`src/rtl/seq_multiply.sv`:
```
// Sequential signed multiplier: radix-2 shift-add on operand magnitudes, one bit
// per clock, followed by a single sign fix-up cycle and a one-cycle done pulse.
module seq_multiply #(
    parameter int WIDTH = 16
) (
    input  logic                 clk,
    input  logic                 rst,
    input  logic                 start,
    input  logic [WIDTH-1:0]     Q,
    input  logic [WIDTH-1:0]     M,
    output logic                 busy,
    output logic                 done,
    output logic [2*WIDTH-1:0]   product,
    output logic [WIDTH-1:0]     result,
    output logic                 ovf
);

    localparam int CNT_W = $clog2(WIDTH) + 1;
    localparam logic [CNT_W-1:0] CNT_LAST = CNT_W'(WIDTH - 1);
    localparam logic [CNT_W-1:0] CNT_ONE  = CNT_W'(1);

    typedef enum logic [1:0] {
        IDLE = 2'd0,
        RUN  = 2'd1,
        FIX  = 2'd2
    } state_t;

    // Unsigned magnitude; the most negative value maps to 2^(WIDTH-1).
    function automatic logic [WIDTH-1:0] magnitude(input logic [WIDTH-1:0] x);
        logic [WIDTH-1:0] m;
        if (x[WIDTH-1]) begin
            m = {WIDTH{1'b0}} - x;
        end else begin
            m = x;
        end
        return m;
    endfunction

    state_t               state_r;
    state_t               state_s;
    logic [2*WIDTH-1:0]   mag_q_r;
    logic [WIDTH-1:0]     mag_m_r;
    logic                 neg_r;
    logic [2*WIDTH-1:0]   acc_r;
    logic [CNT_W-1:0]     count_r;
    logic                 busy_r;
    logic                 done_r;
    logic [2*WIDTH-1:0]   product_r;
    logic [WIDTH-1:0]     result_r;
    logic                 ovf_r;
    logic [2*WIDTH-1:0]   product_s;
    logic [WIDTH:0]       top_bits_s;
    logic                 ovf_s;

    // State register.
    always_ff @(posedge clk or posedge rst) begin
        if (rst) begin
            state_r <= IDLE;
        end else begin
            state_r <= state_s;
        end
    end

    // Next-state logic.
    always_comb begin
        state_s = state_r;
        case (state_r)
            IDLE: begin
                if (start) begin
                    state_s = RUN;
                end else begin
                    state_s = IDLE;
                end
            end
            RUN: begin
                if (count_r == CNT_LAST) begin
                    state_s = FIX;
                end else begin
                    state_s = RUN;
                end
            end
            FIX:     state_s = IDLE;
            default: state_s = IDLE;
        endcase
    end

    // Sign fix-up and overflow detect; negating zero yields zero.
    always_comb begin
        product_s  = {2*WIDTH{1'b0}};
        top_bits_s = {(WIDTH+1){1'b0}};
        ovf_s      = 1'b0;
        if (neg_r) begin
            product_s = {2*WIDTH{1'b0}} - acc_r;
        end else begin
            product_s = acc_r;
        end
        top_bits_s = product_s[2*WIDTH-1:WIDTH-1];
        ovf_s      = ~((&top_bits_s) | (~|top_bits_s));
    end

    // Datapath and registered outputs; done is a single-cycle pulse.
    always_ff @(posedge clk or posedge rst) begin
        if (rst) begin
            mag_q_r   <= {2*WIDTH{1'b0}};
            mag_m_r   <= {WIDTH{1'b0}};
            neg_r     <= 1'b0;
            acc_r     <= {2*WIDTH{1'b0}};
            count_r   <= {CNT_W{1'b0}};
            busy_r    <= 1'b0;
            done_r    <= 1'b0;
            product_r <= {2*WIDTH{1'b0}};
            result_r  <= {WIDTH{1'b0}};
            ovf_r     <= 1'b0;
        end else begin
            done_r <= 1'b0;
            case (state_r)
                IDLE: begin
                    if (start) begin
                        mag_q_r <= {{WIDTH{1'b0}}, magnitude(Q)};
                        mag_m_r <= magnitude(M);
                        neg_r   <= Q[WIDTH-1] ^ M[WIDTH-1];
                        acc_r   <= {2*WIDTH{1'b0}};
                        count_r <= {CNT_W{1'b0}};
                        busy_r  <= 1'b1;
                    end else begin
                        busy_r  <= 1'b0;
                    end
                end
                RUN: begin
                    // mag_q_r is pre-shifted, so it always equals |Q| << count.
                    if (mag_m_r[0]) begin
                        acc_r <= acc_r + mag_q_r;
                    end
                    mag_q_r <= mag_q_r << 1;
                    mag_m_r <= mag_m_r >> 1;
                    count_r <= count_r + CNT_ONE;
                    busy_r  <= 1'b1;
                end
                FIX: begin
                    product_r <= product_s;
                    result_r  <= product_s[WIDTH-1:0];
                    ovf_r     <= ovf_s;
                    done_r    <= 1'b1;
                    busy_r    <= 1'b0;
                end
                default: begin
                    busy_r <= 1'b0;
                end
            endcase
        end
    end

    assign busy    = busy_r;
    assign done    = done_r;
    assign product = product_r;
    assign result  = result_r;
    assign ovf     = ovf_r;

endmodule

```
`config.mk`:
```
export PLATFORM = sky130hd
export DESIGN_NAME = seq_multiply
export DESIGN_NICKNAME = d
export VERILOG_FILES = /design/src/rtl/seq_multiply.sv
export SDC_FILE = /design/constraint.sdc
export NUM_CORES = 1
export LEC_CHECK = 0
export CAP_MARGIN = 20
export CORE_UTILIZATION = 61
export CTS_CLUSTER_SIZE = 20
export DETAILED_ROUTE_END_ITERATION = 16
export GPL_TIMING_DRIVEN = 0
export MAX_ROUTING_LAYER = met4
export PLACE_DENSITY = 0.85
export SYNTH_ARGS = -nofsm -noshare
export SYNTH_HDL_FRONTEND = slang
export SYNTH_SLANG_ARGS = --single-unit
```
`constraint.sdc`:
```
create_clock -name clk -period 6.1 [get_ports clk]
set_clock_uncertainty 0.15 [all_clocks]
set_input_delay 0.61 -clock clk [delete_from_list [all_inputs] [get_ports clk]]
set_output_delay 0.61 -clock clk [all_outputs]
set_load 0.1 [all_outputs]
```
==> metrics.yaml <==
status:
  status: "finished clean"
yosys:
  post-synth-top-count-cell: "o21ai_0"
  ys_seq_elements: 123
  synth_top_area_share_pct: 39.2
  synth_commonest_cells: "125 x o21ai_0, 123 x dfrtp_1, 119 x nand2_1, 56 x xor2_1, 46 x clkbuf_1"
  yosys.area.top_type: "dfrtp_1"
  netlist_area_mm2: 0.00786
  synth.area.top_cells: "dfrtp_1 39%, o21ai_0 8.0%, xor2_1 6.2%, ha_1 5.7%, nand2_1 5.7%"
  netlist_instances: 895
  synthFlopType: "dfrtp_1"
  avgSynthCellArea_um2: 8.78
  yosysWarnings: 0
  synth_edf_count: 0
  async_flop_share_pct: 100
  synth_cell_types: 64
  ys_seq_area_share_pct: 39.2
  syn_nets: 967
worst_setup_path:
  crit_arrival_ns: 3.67
  critical_path_class: "reg -> reg"
  worstSetupEndpointType: "flop"
  required_ns: 6.25
  rrSetupSlack_ns: 2.58
  startpoint_type: "flop"
  path_max_fanout: 7
final_layout:
  area_growth_pct: 21.5
  instances_no_fill: 1184
  diodes: 0
  drive_gt1_share_pct: 6.52
  nets: 1071
  post-route-util_pct: 76.0
clock_network:
  post_cts_buffers: 0
  clock_sinks: 123
  clkLatencyLatePin_ns: 0.44
  cts_made_buffers: 17
  clockRootBuffer: "clkbuf_16"
  cts_tree: "built"
  cts-htree-levels: 4
  cts_resized: 0
  clock_path_buffers: 2
  clk_pin_slew_worst_paths_ns: 0.05
  cts-hold-fix-buffers: 0
sta:
  finalSetupViolations: 0
  hold-worst-slack_ns: 0.327
  period_minus_slack_ns: 3.52
  relSlewSlack_pct: 34.2
  worst_pin_slew_ns: 0.984
  max_freq_mhz: 284
  hold_viol: 0
  tns_ns: 0
  maxSlewViolCount: 0
  rsz0062_at_grt: "no"
  period_share_pct: 57.7
floorplanning:
  ios: 86
  core_mm2: 0.0126
  start_util_pct: 62.5
  chipHeight_um: 116
  die_w_um: 116
  rows: 41
  die_area_mm2: 0.0133
grt:
  antenna_found_initial: 0
  grt_usage_pct: 31.6
  grt_max_degree: 78
  gr-total-overflow: 0
  grt_pass1_vias: 6558
  grt_pass1_wl_mm: 31.3
placement:
  port_buffers: 84
  place_hpwl_mm: 13.9
  gp_congestion: 0.925
  place_inst: 1152
route:
  wirelength_mm: 19.1
  via_per_inst: 6.01
  vias: 7112
  dr.pass1.iters: 5
  drtAntennaViolNets: 0
  post-route-drc-count: 0
  dr.first_iter.drc_count: 423
  avgRoutedWirePerCell_um: 16.2
min_path:
  min_path_type: "reg -> reg"
job:
  cap_violations: 0
## registers in the layout, indices dropped and copies added, names as in the netlist
name	cells
product	32
mag_m_r	16
acc_r	32
neg_r	1
ovf	1
count_r	5
mag_q_r	32
state_r	2
busy	1
done	1
## cells in the final DEF (no fill, tap or decap), types with 3 or more instances in the layout
cell type	n
a211oi_1	4
a21o_1	7
a21oi_1	40
a22o_1	19
a22oi_1	22
a31oi_1	7
a32oi_1	3
and3_1	9
buf_4	16
clkbuf_1	48
clkbuf_16	17
clkbuf_8	6
clkdlybuf4s50_1	84
clkinv_2	5
dfrtp_1	123
ha_1	36
inv_1	25
mux2i_1	3
nand2_1	119
nand2b_1	12
nand3_1	17
nand3b_1	3
nand4_1	8
nor2_1	37
nor2b_1	6
nor3_1	15
nor3b_1	4
nor4b_1	3
o211ai_1	3
o21ai_0	125
o21bai_1	3
o22ai_1	18
o31ai_1	15
o41ai_1	8
or2_2	4
or3_1	8
or4_1	4
xnor2_1	30
xor2_1	56
## area by class of cell
type	count	area, um2
sequential	123	3080
timing repair buffer	85	868
buffer	64	303
clock buffer	25	515
inverter	26	103
tap	172	215
multi-input combinational	682	4380
clock inverter	7	85.1
fill	919	3020
## critical path, cell delays in order (launching register included)
cell	delay [ns]
dfrtp_1	0.46
or4_4	0.56
nor3_1	0.37
nand3_1	0.32
or3_1	0.49
or3_4	0.38
nor3b_1	0.20
a21oi_1	0.06
o21ai_0	0.26
a31oi_1	0.13
## per-stage QoR
stage | area [um2] | setup WS (ns)
after detailed placement | 8950 | 2.68
after global placement | 8910 | 0.584
final | 9550 | 2.58
after global routing | 9550 | 2.35
after floorplan | 7860 | 2.07
after CTS | 9550 | 2.62
## cell families after synthesis
family | synth area share (%)
compound gates | 23.3
xor+xnor | 9.58
fa+ha+maj | 5.99
buf+inv | 5.09
flops | 39.2
mux | 0.382
simple gates | 16.4
## metal layers
| layer | vias to the layer above | part of all wire, % | track usage (%) |
|---|---|---|---|
| met5 | - | 0 | - |
| met4 | 0 | 3.6 | 15.3 |
| met3 | 58 | 5.8 | 6.64 |
| met2 | 258 | 47 | 51.1 |
| met1 | 3331 | 43 | 37.6 |
| li1 | 3465 | - | - |
## worst paths after layout
path / from / endpoint / depth (start not counted)
worst max-delay path: acc_r[4]$_DFFE_PP0P_ / ovf$_DFFE_PP0P_ / 9
worst min-delay path: product[23]$_DFFE_PP0P_ / product[23]$_DFFE_PP0P_ / 2
worst max register to register: acc_r[4]$_DFFE_PP0P_ / ovf$_DFFE_PP0P_ / 9
worst min register to register: product[23]$_DFFE_PP0P_ / product[23]$_DFFE_PP0P_ / 2
max in group asynchronous: rst / mag_m_r[0]$_DFFE_PP0P_ / 3
min in group asynchronous: rst / product[5]$_DFFE_PP0P_ / 2
Power is not shown: default switching activity piles up to over one toggle a cycle in this logic, so the estimate is an artifact.
